**config.mk**
```make
export PLATFORM = sky130hd
export DESIGN_NAME = pipeline_fetch
export DESIGN_NICKNAME = d
export VERILOG_FILES = /design/src/rtl/pipeline_pkg.sv /design/src/rtl/fetch_fifo.sv /design/src/rtl/pipeline_fetch.sv
export SDC_FILE = /design/constraint.sdc
export NUM_CORES = 1
export LEC_CHECK = 0
export BUFFER_PORTS_ARGS = -buffer_cell sky130_fd_sc_hd__buf_2
export CAP_MARGIN = 20
export CORE_UTILIZATION = 35
export CTS_BUF_LIST = sky130_fd_sc_hd__clkbuf_16
export DETAILED_ROUTE_END_ITERATION = 16
export GPL_TIMING_DRIVEN = 0
export PLACE_DENSITY = 0.66
export SLEW_MARGIN = 20
export SYNTH_ARGS = -nofsm -noshare
export SYNTH_HDL_FRONTEND = slang
export SYNTH_HIERARCHICAL = 1
export SYNTH_SLANG_ARGS = --single-unit
```
**constraint.sdc**
```tcl
create_clock -name clk -period 11.98 [get_ports clk]
set_input_delay 0 -clock clk [delete_from_list [all_inputs] [get_ports clk]]
set_output_delay 0 -clock clk [all_outputs]
set_load 0.1 [all_outputs]
```
**src/rtl/pipeline_pkg.sv**
```systemverilog
// Shared types and constants for the instruction fetch stage.
// Also holds the static branch predictor offset used when FETCH_STATIC_BP_EN is defined.
package pipeline_pkg;

    localparam logic [31:0] NOP_INSTR  = 32'd90;
    localparam logic [6:0]  OPC_JAL    = 7'b1101111;
    localparam logic [6:0]  OPC_BRANCH = 7'b1100011;

    typedef enum logic [1:0] {
        S_REQ,
        S_WAIT,
        S_DISCARD
    } fetch_state_t;

    typedef struct packed {
        logic [31:0] instr;
        logic [63:0] pc;
        logic [63:0] pred;
    } fetch_entry_t;

    // Offset from the instruction's PC to its predicted successor.
    function automatic logic [31:0] static_bp_offset(input logic [31:0] instr);
        logic [31:0] off;
        off = 32'd4;
        if (instr[6:0] == OPC_JAL) begin
            off = {{11{instr[31]}}, instr[31], instr[19:12], instr[20], instr[30:21], 1'b0};
        end else if (instr[6:0] == OPC_BRANCH && instr[31]) begin
            off = {{19{instr[31]}}, instr[31], instr[7], instr[30:25], instr[11:8], 1'b0};
        end
        return off;
    endfunction

endpackage

```
**src/rtl/fetch_fifo.sv**
```systemverilog
// Circular fetch buffer with push, pop and flush; head entry is read combinationally.
module fetch_fifo #(
    parameter int unsigned FIFO_DEPTH = 2,
    parameter int unsigned WIDTH      = 160,
    parameter int unsigned CW         = $clog2(FIFO_DEPTH + 1)
) (
    input  logic             clk,
    input  logic             reset,
    input  logic             push,
    input  logic             pop,
    input  logic             flush,
    input  logic [WIDTH-1:0] wdata,
    output logic [WIDTH-1:0] head,
    output logic [CW-1:0]    count
);

    localparam int unsigned PW = $clog2(FIFO_DEPTH);
    localparam logic [CW-1:0] DEPTH_C = CW'(FIFO_DEPTH);

    logic [WIDTH-1:0] mem_q [FIFO_DEPTH];
    logic [PW-1:0]    wr_ptr_q, rd_ptr_q;
    logic [CW-1:0]    count_q;
    logic             do_push, do_pop;

    always_comb begin
        do_pop  = pop && (count_q != '0);
        do_push = push && ((count_q < DEPTH_C) || do_pop);
    end

    always_ff @(posedge clk) begin
        if (!reset || flush) begin
            wr_ptr_q <= '0;
            rd_ptr_q <= '0;
            count_q  <= '0;
        end else begin
            if (do_push) wr_ptr_q <= wr_ptr_q + PW'(1);
            if (do_pop)  rd_ptr_q <= rd_ptr_q + PW'(1);
            count_q <= count_q + CW'(do_push) - CW'(do_pop);
        end
    end

    // Storage needs no reset; validity is tracked by count_q.
    always_ff @(posedge clk) begin
        if (reset && !flush && do_push) mem_q[wr_ptr_q] <= wdata;
    end

    assign head  = mem_q[rd_ptr_q];
    assign count = count_q;

endmodule

```
**src/rtl/pipeline_fetch.sv**
```systemverilog
// Instruction fetch stage: one outstanding read, small buffer, redirect flush.
// Define FETCH_STATIC_BP_EN to predict JAL and backward branches from the fetched word.
module pipeline_fetch
    import pipeline_pkg::*;
#(
    parameter int unsigned ADDR_WIDTH = 64,
    parameter int unsigned DATA_WIDTH = 64,
    parameter int unsigned FIFO_DEPTH = 2,
    parameter logic [ADDR_WIDTH-1:0] RESET_PC = '0
) (
    input  logic                    clk,
    input  logic                    reset,
    input  logic                    redirect_valid,
    input  logic [ADDR_WIDTH-1:0]   redirect_pc,
    output logic                    mem_req_valid,
    input  logic                    mem_req_ready,
    output logic [ADDR_WIDTH-1:0]   mem_req_addr,
    input  logic                    mem_resp_valid,
    input  logic [DATA_WIDTH/2-1:0] mem_resp_data,
    input  logic                    next_stage_ready,
    output logic [DATA_WIDTH/2-1:0] instruction,
    output logic [ADDR_WIDTH-1:0]   instruction_pc,
    output logic [ADDR_WIDTH-1:0]   bp_target
);

    localparam int unsigned IW = DATA_WIDTH / 2;
    localparam int unsigned EW = IW + 2 * ADDR_WIDTH;
    localparam int unsigned CW = $clog2(FIFO_DEPTH + 1);
    localparam logic [CW-1:0] DEPTH_C = CW'(FIFO_DEPTH);

    fetch_state_t          state_q, state_d;
    logic [ADDR_WIDTH-1:0] fetch_pc_q, fetch_pc_d;
    logic [ADDR_WIDTH-1:0] pred;
    logic                  push, pop, flush, req_fire, busy_after;
    logic [EW-1:0]         head;
    logic [CW-1:0]         count;

`ifdef FETCH_STATIC_BP_EN
    logic [31:0] bp_off;
    always_comb begin
        bp_off = static_bp_offset(mem_resp_data[31:0]);
        pred   = fetch_pc_q + {{(ADDR_WIDTH - 32){bp_off[31]}}, bp_off};
    end
`else
    assign pred = fetch_pc_q + ADDR_WIDTH'(4);
`endif

    always_comb begin
        state_d       = state_q;
        fetch_pc_d    = fetch_pc_q;
        mem_req_valid = 1'b0;
        push          = 1'b0;
        flush         = 1'b0;
        pop           = next_stage_ready && (count != '0) && !redirect_valid;
        unique case (state_q)
            S_REQ: begin
                mem_req_valid = reset && (count < DEPTH_C) && !redirect_valid;
                if (mem_req_valid && mem_req_ready) state_d = S_WAIT;
            end
            S_WAIT: begin
                if (mem_resp_valid) begin
                    push       = 1'b1;
                    fetch_pc_d = pred;
                    state_d    = S_REQ;
                end
            end
            S_DISCARD: begin
                if (mem_resp_valid) state_d = S_REQ;
            end
            default: state_d = S_REQ;
        endcase
        req_fire = mem_req_valid && mem_req_ready;
        // A response landing with the redirect retires the outstanding read.
        busy_after = req_fire ||
                     ((state_q == S_WAIT || state_q == S_DISCARD) && !mem_resp_valid);
        if (redirect_valid) begin
            flush      = 1'b1;
            push       = 1'b0;
            fetch_pc_d = {redirect_pc[ADDR_WIDTH-1:2], 2'b00};
            state_d    = busy_after ? S_DISCARD : S_REQ;
        end
    end

    always_ff @(posedge clk) begin
        if (!reset) begin
            state_q    <= S_REQ;
            fetch_pc_q <= RESET_PC;
        end else begin
            state_q    <= state_d;
            fetch_pc_q <= fetch_pc_d;
        end
    end

    fetch_fifo #(
        .FIFO_DEPTH(FIFO_DEPTH),
        .WIDTH     (EW),
        .CW        (CW)
    ) u_fifo (
        .clk  (clk),
        .reset(reset),
        .push (push),
        .pop  (pop),
        .flush(flush),
        .wdata({mem_resp_data, fetch_pc_q, pred}),
        .head (head),
        .count(count)
    );

    assign mem_req_addr = fetch_pc_q;

    always_comb begin
        instruction    = IW'(NOP_INSTR);
        instruction_pc = '0;
        bp_target      = '0;
        if (reset && count != '0) begin
            instruction    = head[EW-1 -: IW];
            instruction_pc = head[2*ADDR_WIDTH-1 -: ADDR_WIDTH];
            bp_target      = head[ADDR_WIDTH-1:0];
        end
    end

endmodule

```
==> results of run 1 <==
## cell families (layout without fill, tap and decap cells)
logic type               count (synthesis)  after routing  synth area share
buffers and inverters                  101            617            0.0293
adder cells (fa/ha/maj)                  5              5           0.00346
flip-flops                             389            389             0.608
multiplexers                           161            161             0.121
AND/OR/NAND/NOR                        468            468             0.148
XOR/XNOR                                96             96            0.0465
AO/OA/AOI/OAI                          134            134            0.0440
other                                    1             10          0.000207
## where the power goes
group,switching (uW),internal [uW],leakage [uW]
sequential,34.5,1480,0.00349
combinational,192,75.3,0.00484
clock,524,736,0.000677
## state kept, by name, summed over array words and instances, names as in the netlist, named ones only
name	cells
u_fifo/rd_ptr_q	1
u_fifo/mem_q	320
mem_req_addr	62
u_fifo/count	2
state_q	2
u_fifo/wr_ptr_q	1
## per-layer routing
metal  GRT usage  vias up  wire length (um)
met5           0        -                23
met4      0.0629        4              1360
met3      0.0395       86              3740
met2       0.322      496             25200
met1       0.264     6303             23000
li1            -     5963                 -
## layout make-up
cell class                      instances  share of cell area
Tap cell                              672              0.0361
Sequential cell                       389               0.472
Clock buffer                           43              0.0462
Timing Repair Buffer                  442               0.128
Clock inverter                         31              0.0107
Multi-Input combinational cell        874               0.284
Inverter                               12             0.00193
Buffer                                 89              0.0208
## worst paths after layout
path | endpoint | slack [ns] | cells after the start
setup / recovery | mem_req_addr[40]$_SDFFE_PN0P_ | 8.12 | 8
hold / removal | u_fifo/count[0]$_SDFF_PP0_ | 0.04 | 3
setup reg to reg | mem_req_addr[40]$_SDFFE_PN0P_ | 8.12 | 8
hold reg to reg | u_fifo/mem_q[1][72]$_DFFE_PP_ | 0.48 | 0
## worst reg2reg max path: stages (launching register included)
cell,delay [ns]
dfxtp_1,0.53
ha_1,0.27
nand3_1,0.20
buf_1,0.34
nor3_2,0.63
nand3_1,0.48
or4b_1,0.63
o2111a_1,0.13
dlygate4sd3_1,0.55
## layout by cell type (no fill, tap or decap), types with 13 or more instances in the layout
master / n
buf_2: 333
edfxtp_1: 320
and2_1: 166
dlygate4sd3_1: 100
mux2_4: 100
dfxtp_1: 69
o21ai_0: 64
nor2_1: 60
mux2_2: 60
xor2_1: 55
nand2_1: 51
clkbuf_1: 50
clkbuf_16: 43
xnor2_1: 41
nand4_1: 39
nand3_1: 38
nor3_1: 25
a21oi_1: 25
inv_1: 18
buf_6: 17
a31oi_1: 16
nor4_1: 13
## repair_timing
item | CTS | global route
hold buffers | 99 | 0
setup endpoints to repair | 0 | 0
hold endpoints to repair | 132 | 0
## stage by stage
step | instance area (um^2) | total power [uW]
2_1_floorplan | 18100 | 1710
3_3_place_gp | 20600 | 1780
3_5_place_dp | 21000 | 1780
4_1_cts | 23300 | 3070
5_1_grt | 23300 | 3130
6_report | 23300 | 3040
==> run metrics, run 1 <==
Post-Syn Area 0.0181 mm^2; clock transition at the registers of the reported paths 0.06 ns; setup TNS 0 ns; Residual DRC 0; count leader, synth edfxtp_1; WP buf/inv 2; RSZ-0062 raised after global routing no; Final ANT Viol Nets 0; most used cell along the critical path nand3_1; htree depth 2; Post-Layout Cell Count 2552; most frequent cells after synthesis 320 x edfxtp_1, 166 x and2_1, 100 x mux2_4; gr usage total 0.198; CP Capture Type flop; Die Ht 229 um; Clock Skew 0.0305 ns; synthesis-to-finish area growth 28.9%; fin nets 1957; Top FF cell, synth edfxtp_1; biggest area consumer among synthesized cells edfxtp_1; Setup violations, final 0; gr ovfl total 0; status completed; post-cts sizing count 0; Seq/Total Area, Yosys 0.608; Core Area 0.0506 mm^2; Slew Viols, Final 0; fillers 4504; synth warn 6; Leakage Power 0.00900 uW; cts bufs inserted 42; Place WS 8.15 ns; async set-reset flop share out of synthesis 0; critical-path cell list ha_1 -> nand3_1 -> buf_1 -> nor3_2 -> nand3_1 -> or4b_1 -> o2111a_1 -> dlygate4sd3_1; largest net degree at the start of global routing 26; CTS Root Cell clkbuf_16; Multi-input gate area 0.00662 mm^2; vias in the first global route 12747; Fin. Hold Viols 0; Final Critical Period 3.86 ns; max incr delay on CP 0.63 ns; Routed WL 53200 um; number of synthesized flops with an enable pin 320; drt first pass iters 7; Worst Path Arrival 4.31 ns; worst setup path startpoint mem_req_addr[2]$_SDFFE_PN0P_; final worst slack 8.12 ns; slew margin rel. 0.246; final hold slack 0.0415 ns; Die Width 229 um; Required @ worst endpoint 12.43 ns; Worst-Margin Slew 1.12 ns; type of origin of the critical path flop; largest cells by area after synthesis edfxtp_1 53%, mux2_4 8.3%, dfxtp_1 7.6%; First DRT Iteration DRCs 998; number of top-level pins 327; Mean Syn Cell Area 13.3 um^2; row count 82; FMAX 259 MHz; synthesized instance count 1355; Post-DP HPWL 39300 um; Initial Utilization 0.357; Max Cap Viol 0; Cells after DPL 2379; Min-Delay Path Class in -> reg; Worst R2R Start mem_req_addr[2]$_SDFFE_PN0P_; initial antenna violation count 3; critical path peak fanout 10; CTS Buffer Depth 3; PortBufs 322; Hold Startpoint redirect_valid; power per cell area 131 mW/mm^2; clk sinks 389; gp weighted congestion 0.880; Avg Vias per Cell 5.04; top-area cell type share of the netlist area 0.531; synth unique cells 56; kind of critical path reg -> reg; flops & latches, synth 389; per-cell routed wire length 20.9 um; Final Cycle Share 0.322; share of cells above drive strength 1 0.326; slowest cell on the critical path nor3_2; # diodes 0; final core utilization 0.461; Post-CTS Setup Bufs 0; global-route wire length before repair 77900 um; family with the most delay on the worst path simple AND/OR/NAND/NOR gates; Worst VDD drop 0.100 mV; via count 12852; worst skew pair latency 0.57 ns; register area 0.0110 mm^2; Die Area 0.0526 mm^2; TritonCTS clock tree built
Note: power is estimated with default switching activity, not from simulation.
==> run 2: changes to the inputs <==
Settings changed: PLACE_DENSITY 0.66 to 0.64.
Clock period 11.98 ns to 3.8 ns, I/O delays scaled along.
==> run metrics, run 2 (synthesis gave the netlist of run 1 again) <==
post-cts sizing count 0 (unchanged); vias in the first global route 12845 (was 12747); number of top-level pins 327 (unchanged); Setup violations, final 0 (unchanged); r2r setup slk 0.24 ns (was 8.12 ns); global-route wire length before repair 79200 um (was 77900 um); Worst R2R Start mem_req_addr[4]$_SDFFE_PN0P_ (was mem_req_addr[2]$_SDFFE_PN0P_); Die Area 0.0526 mm^2 (unchanged); Fin. Hold Viols 0 (unchanged); TritonCTS clock tree built (unchanged); per-cell routed wire length 21.1 um (was 20.9 um); critical path peak fanout 10 (unchanged); FMAX 281 MHz (was 259 MHz); slew margin rel. 0.337 (was 0.246); Slew Viols, Final 0 (unchanged); gp weighted congestion 0.904 (was 0.880); RSZ-0062 raised after global routing no (unchanged); Cells after DPL 2380 (was 2379); Top Usage Layer GRT met2 (unchanged); Worst-Margin Slew 0.987 ns (was 1.12 ns); worst skew pair latency 0.57 ns (about the same); synthesis-to-finish area growth 29.8% (was 28.9%); Post-DP HPWL 39500 um (was 39300 um); power per cell area 414 mW/mm^2 (was 131 mW/mm^2); CTS Root Cell clkbuf_16 (unchanged); Avg Vias per Cell 5.03 (was 5.04); Final ANT Viol Nets 0 (unchanged); type of origin of the critical path flop (unchanged); final instance area 0.0235 mm^2 (was 0.0233 mm^2); Post-Layout Cell Count 2560 (was 2552); Residual DRC 0 (unchanged); drt first pass iters 5 (was 7); Die Width 229 um (unchanged); Place WS 0.0638 ns (was 8.15 ns); final core utilization 0.464 (was 0.461); gr usage total 0.201 (was 0.198); Final Critical Period 3.56 ns (was 3.86 ns); via count 12871 (was 12852); clk sinks 389 (unchanged); Worst Hold Path Cells 4 (was 3); Die Ht 229 um (unchanged); CTS Buffer Depth 3 (unchanged); row count 82 (unchanged); Final Cycle Share 0.937 (was 0.322); share of cells above drive strength 1 0.331 (was 0.326); cts bufs inserted 44 (was 42); largest net degree at the start of global routing 26 (unchanged); dpl cell area 0.0211 mm^2 (was 0.0210 mm^2); fin nets 1962 (was 1957); Routed WL 53900 um (was 53200 um); Leakage Power 0.00907 uW (was 0.00900 uW); Largest register FFs 320 (unchanged); kind of critical path reg -> reg (unchanged); Hold EP u_fifo/wr_ptr_q$_SDFFE_PP0P_ (was u_fifo/count[0]$_SDFF_PP0_); met3 usage 0.0436 (was 0.0395); gr ovfl total 0 (unchanged); met2 GRT Util 0.321 (was 0.322); Reg-to-Reg End mem_req_addr[59]$_SDFFE_PN0P_ (was mem_req_addr[40]$_SDFFE_PN0P_); most common cell after layout, fill and taps aside buf_2 (unchanged); First DRT Iteration DRCs 1021 (was 998); final worst slack 0.239 ns (was 8.12 ns); Largest Register u_fifo/mem_q (unchanged); fillers 4562 (was 4504); Core Area 0.0506 mm^2 (unchanged); # diodes 0 (unchanged); fraction of met1 tracks used by global routing 0.267 (was 0.264); PortBufs 322 (unchanged); Max Cap Viol 0 (unchanged); setup TNS 0 ns (unchanged); Hold Startpoint next_stage_ready (was redirect_valid); htree depth 2 (unchanged); Initial Utilization 0.357 (unchanged); Required @ worst endpoint 4.26 ns (was 12.43 ns); Worst VDD drop 0.366 mV (was 0.100 mV); CP Capture Type flop (unchanged); status completed (unchanged); Clock Skew 0.0209 ns (was 0.0305 ns); clock transition at the registers of the reported paths 0.06 ns (about the same); Worst Path Arrival 4.02 ns (was 4.31 ns); Post-CTS Setup Bufs 0 (unchanged); initial antenna violation count 2 (was 3); Min-Delay Path Class in -> reg (unchanged); most frequent cells in the layout 333 x buf_2, 320 x edfxtp_1, 166 x and2_1, 101 x dlygate4sd3_1, 100 x mux2_4 (was 333 x buf_2, 320 x edfxtp_1, 166 x and2_1, 100 x dlygate4sd3_1, 100 x mux2_4); worst reg2reg path depth 8 (unchanged)
## run 2: changes by cell type in the layout (fill, tap and decap cells not counted), moves of 2 or more
cell	delta
buf_12	-2
buf_16	+4
buf_6	-2
clkbuf_16	+2
clkinv_2	+2
clkinvlp_4	+2
## run 2: what timing repair did
item,CTS,global route
endpoints found under the hold margin,132,0
hold buffers,100,0
endpoints found under the setup margin,0,0
## run 2: how the worst max path moves through the flow
stage                                               end  cells past startpoint                    startpoint  slack, ns
after global routing      mem_req_addr[59]$_SDFFE_PN0P_                      7  mem_req_addr[2]$_SDFFE_PN0P_       0.05
after detailed placement  u_fifo/mem_q[0][40]$_DFFE_PP_                      7  mem_req_addr[2]$_SDFFE_PN0P_       0.06
after global placement    u_fifo/mem_q[1][35]$_DFFE_PP_                      7                redirect_valid      -4.43
after floorplan            u_fifo/mem_q[1][0]$_DFFE_PP_                      7       state_q[1]$_SDFFE_PN0P_      -1.40
final                     mem_req_addr[59]$_SDFFE_PN0P_                      8  mem_req_addr[4]$_SDFFE_PN0P_       0.24
after CTS                 u_fifo/mem_q[0][40]$_DFFE_PP_                      7  mem_req_addr[2]$_SDFFE_PN0P_       0.05
## run 2: per-layer routing
metal | wire length, um | vias to the layer above
met5 | 27 | -
met1 | 23600 | 6333
met3 | 3430 | 101
met4 | 1830 | 4
li1 | - | 5964
met2 | 25000 | 469
## run 2: worst max-delay path: stages, from the launching register on
cell	delay, ns
dfxtp_1	0.42
buf_4	0.18
nand4_1	0.47
nor4_1	0.55
nand4_1	0.47
clkbuf_1	0.45
o21ai_0	0.27
nand3_1	0.09
dlygate4sd3_1	0.55
## run 2: layout make-up
class	count	area, um^2	share of cell area
Inverter	12	45.0	0.00192
Clock inverter	34	245	0.0104
Sequential cell	389	11000	0.468
Timing Repair Buffer	445	3070	0.131
Clock buffer	45	1130	0.0480
Tap cell	672	841	0.0358
Buffer	89	495	0.0211
Multi-Input combinational cell	874	6660	0.284
## run 2: power breakdown
part / switching, uW / internal (uW)
Sequential: 109 / 4670
Clock: 1730 / 2350
Combinational: 609 / 240
## run 2: metrics by stage
stage          hold WS [ns]  power (uW)
2_1_floorplan        0.0989        5390
3_3_place_gp          0.189        5610
3_5_place_dp          0.193        5630
4_1_cts              0.0534        9800
5_1_grt              0.0918        9990
6_report             0.0839        9710
==> run 3: changes to the inputs <==
Settings changed: CORE_MARGIN set to 1, CORE_UTILIZATION 35 to 41, PLACE_DENSITY 0.64 to 0.72.
==> run metrics, run 3 (synthesis gave the netlist of run 1 again) <==
Place WS 0.0697 ns (was 0.0638 ns); gp weighted congestion 0.913 (was 0.904); WP buf/inv 6 (was 3); Avg Vias per Cell 5.30 (was 5.03); FMAX 282 MHz (was 281 MHz); CP Capture Type output port (was flop); kind of critical path in -> out (was reg -> reg); gr ovfl total 0 (unchanged); via count 13095 (was 12871); # diodes 0 (unchanged); slowest cell on the critical path o21a_1 (was nor4_1); number of top-level pins 327 (unchanged); Die Ht 212 um (was 229 um); max incr delay on CP 0.69 ns (was 0.55 ns); Core Area 0.0433 mm^2 (was 0.0506 mm^2); fillers 3569 (was 4562); Gate power share 0.088 (was 0.087); synthesis-to-finish area growth 28.9% (was 29.8%); drt first pass iters 6 (was 5); sequential share of power 0.492 (about the same); Leakage Power 0.00907 uW (about the same); CTS Buffer Depth 3 (unchanged); worst skew pair latency 0.56 ns (was 0.57 ns); share of cells above drive strength 1 0.327 (was 0.331); row count 76 (was 82); Largest Register u_fifo/mem_q (unchanged); slew margin rel. 0.380 (was 0.337); gr usage total 0.234 (was 0.201); clock power share 0.420 (about the same); htree depth 2 (unchanged); First DRT Iteration DRCs 967 (was 1021); initial antenna violation count 1 (was 2); Die Width 212 um (was 229 um); Initial Utilization 0.418 (was 0.357); Worst VDD drop 0.382 mV (was 0.366 mV); Min-Delay Path Class in -> reg (unchanged); RSZ-0062 raised after global routing no (unchanged); clk sinks 389 (unchanged); Final Critical Period 3.55 ns (was 3.56 ns); Final ANT Viol Nets 0 (unchanged); vias in the first global route 13225 (was 12845); Int Pwr 7310 uW (was 7260 uW); most frequent cells in the layout 333 x buf_2, 320 x edfxtp_1, 166 x and2_1, 102 x dlygate4sd3_1, 100 x mux2_4 (was 333 x buf_2, 320 x edfxtp_1, 166 x and2_1, 101 x dlygate4sd3_1, 100 x mux2_4); family with the most delay on the worst path buffers and inverters (was simple AND/OR/NAND/NOR gates); Final Cycle Share 0.933 (was 0.937); Setup violations, final 0 (unchanged); Sw Pwr 2410 uW (was 2450 uW); Max Cap Viol 0 (unchanged); Post-DP HPWL 37600 um (was 39500 um); power per cell area 417 mW/mm^2 (was 414 mW/mm^2); final hold slack 0.0630 ns (was 0.0839 ns); TritonCTS clock tree built (unchanged); most common cell after layout, fill and taps aside buf_2 (unchanged); critical-path cell list dlygate4sd3_1 -> buf_2 -> clkbuf_1 -> o21a_1 -> clkbuf_2 -> clkbuf_1 -> and2_1 -> buf_2 (was buf_4 -> nand4_1 -> nor4_1 -> nand4_1 -> clkbuf_1 -> o21ai_0 -> nand3_1 -> dlygate4sd3_1); CTS Root Cell clkbuf_16 (unchanged); Routed WL 53200 um (was 53900 um); critical path peak fanout 10 (unchanged); r2r setup slk 0.34 ns (was 0.24 ns); Largest register FFs 320 (unchanged); PortBufs 322 (unchanged); per-cell routed wire length 21.5 um (was 21.1 um); Residual DRC 0 (unchanged); Clock Skew 0.0270 ns (was 0.0209 ns); Required @ worst endpoint 3.80 ns (was 4.26 ns); status completed (unchanged); Worst-Margin Slew 0.922 ns (was 0.987 ns); largest net degree at the start of global routing 24 (was 26); final core utilization 0.539 (was 0.464); sw frac 0.248 (was 0.252); final worst slack 0.254 ns (was 0.239 ns); setup TNS 0 ns (unchanged); register area 0.0110 mm^2 (unchanged); Die Area 0.0449 mm^2 (was 0.0526 mm^2); Multi-input gate area 0.00666 mm^2 (about the same); fin nets 1961 (was 1962); clock transition at the registers of the reported paths 0.06 ns (about the same); Fin. Hold Viols 0 (unchanged); Worst Path Arrival 3.55 ns (was 4.02 ns); cts bufs inserted 43 (was 44); Slew Viols, Final 0 (unchanged); type of origin of the critical path input port (was flop); global-route wire length before repair 78300 um (was 79200 um)
run 3: tightest hold or removal path: cells and delay by family:
family | cells | cell delay [ns]
buf+inv | 1 | 0.12
compound gates | 2 | 0.32
mux | 1 | 0.13
run 3: final timing paths:
check                                start                            end  cells after the start
max                                  reset             instruction_pc[20]                      8
min                       next_stage_ready   u_fifo/wr_ptr_q$_SDFFE_PP0P_                      4
max reg2reg   mem_req_addr[3]$_SDFFE_PN0P_  mem_req_addr[46]$_SDFFE_PN0P_                      6
min reg2reg  mem_req_addr[19]$_SDFFE_PN0P_  u_fifo/mem_q[1][83]$_DFFE_PP_                      0
run 3: cell type report:
type / count / area share
Buffer: 89 / 0.0213
Sequential cell: 389 / 0.472
Clock buffer: 43 / 0.0462
Timing Repair Buffer: 445 / 0.129
Multi-Input combinational cell: 874 / 0.286
Inverter: 12 / 0.00193
Tap cell: 585 / 0.0314
Clock inverter: 34 / 0.0123
run 3: what timing repair did:
| item | in CTS | in global routing |
|---|---|---|
| endpoints found under the hold margin | 132 | 0 |
| gates resized for setup | 0 | 1 |
| endpoints found under the setup margin | 0 | 12 |
| buffers inserted | 0 | 2 |
| hold buffers | 101 | 0 |
run 3: metrics by stage:
stage	instance area [um^2]	cells	power [uW]
CTS	23300	2469	9770
detailed placement	20900	2291	5630
finish	23300	2471	9710
floorplan	18200	1364	5390
global route	23300	2471	10000
global placement	20500	2271	5610
run 3: power by group through the flow:
stage | Sequential, uW | Clock (uW) | Combinational, uW
floorplan | 5150 | 0 | 241
global placement | 4860 | 0 | 745
detailed placement | 4870 | 0 | 759
CTS | 4780 | 4150 | 847
global route | 4780 | 4320 | 896
finish | 4780 | 4080 | 853
run 3: layer usage:
| metal | GRT usage | vias up | routed length (um) |
|---|---|---|---|
| li1 | - | 5962 | - |
| met1 | 0.301 | 6438 | 22000 |
| met2 | 0.387 | 571 | 25300 |
| met3 | 0.0510 | 122 | 4160 |
| met4 | 0.0857 | 2 | 1670 |
| met5 | 0 | - | 13 |
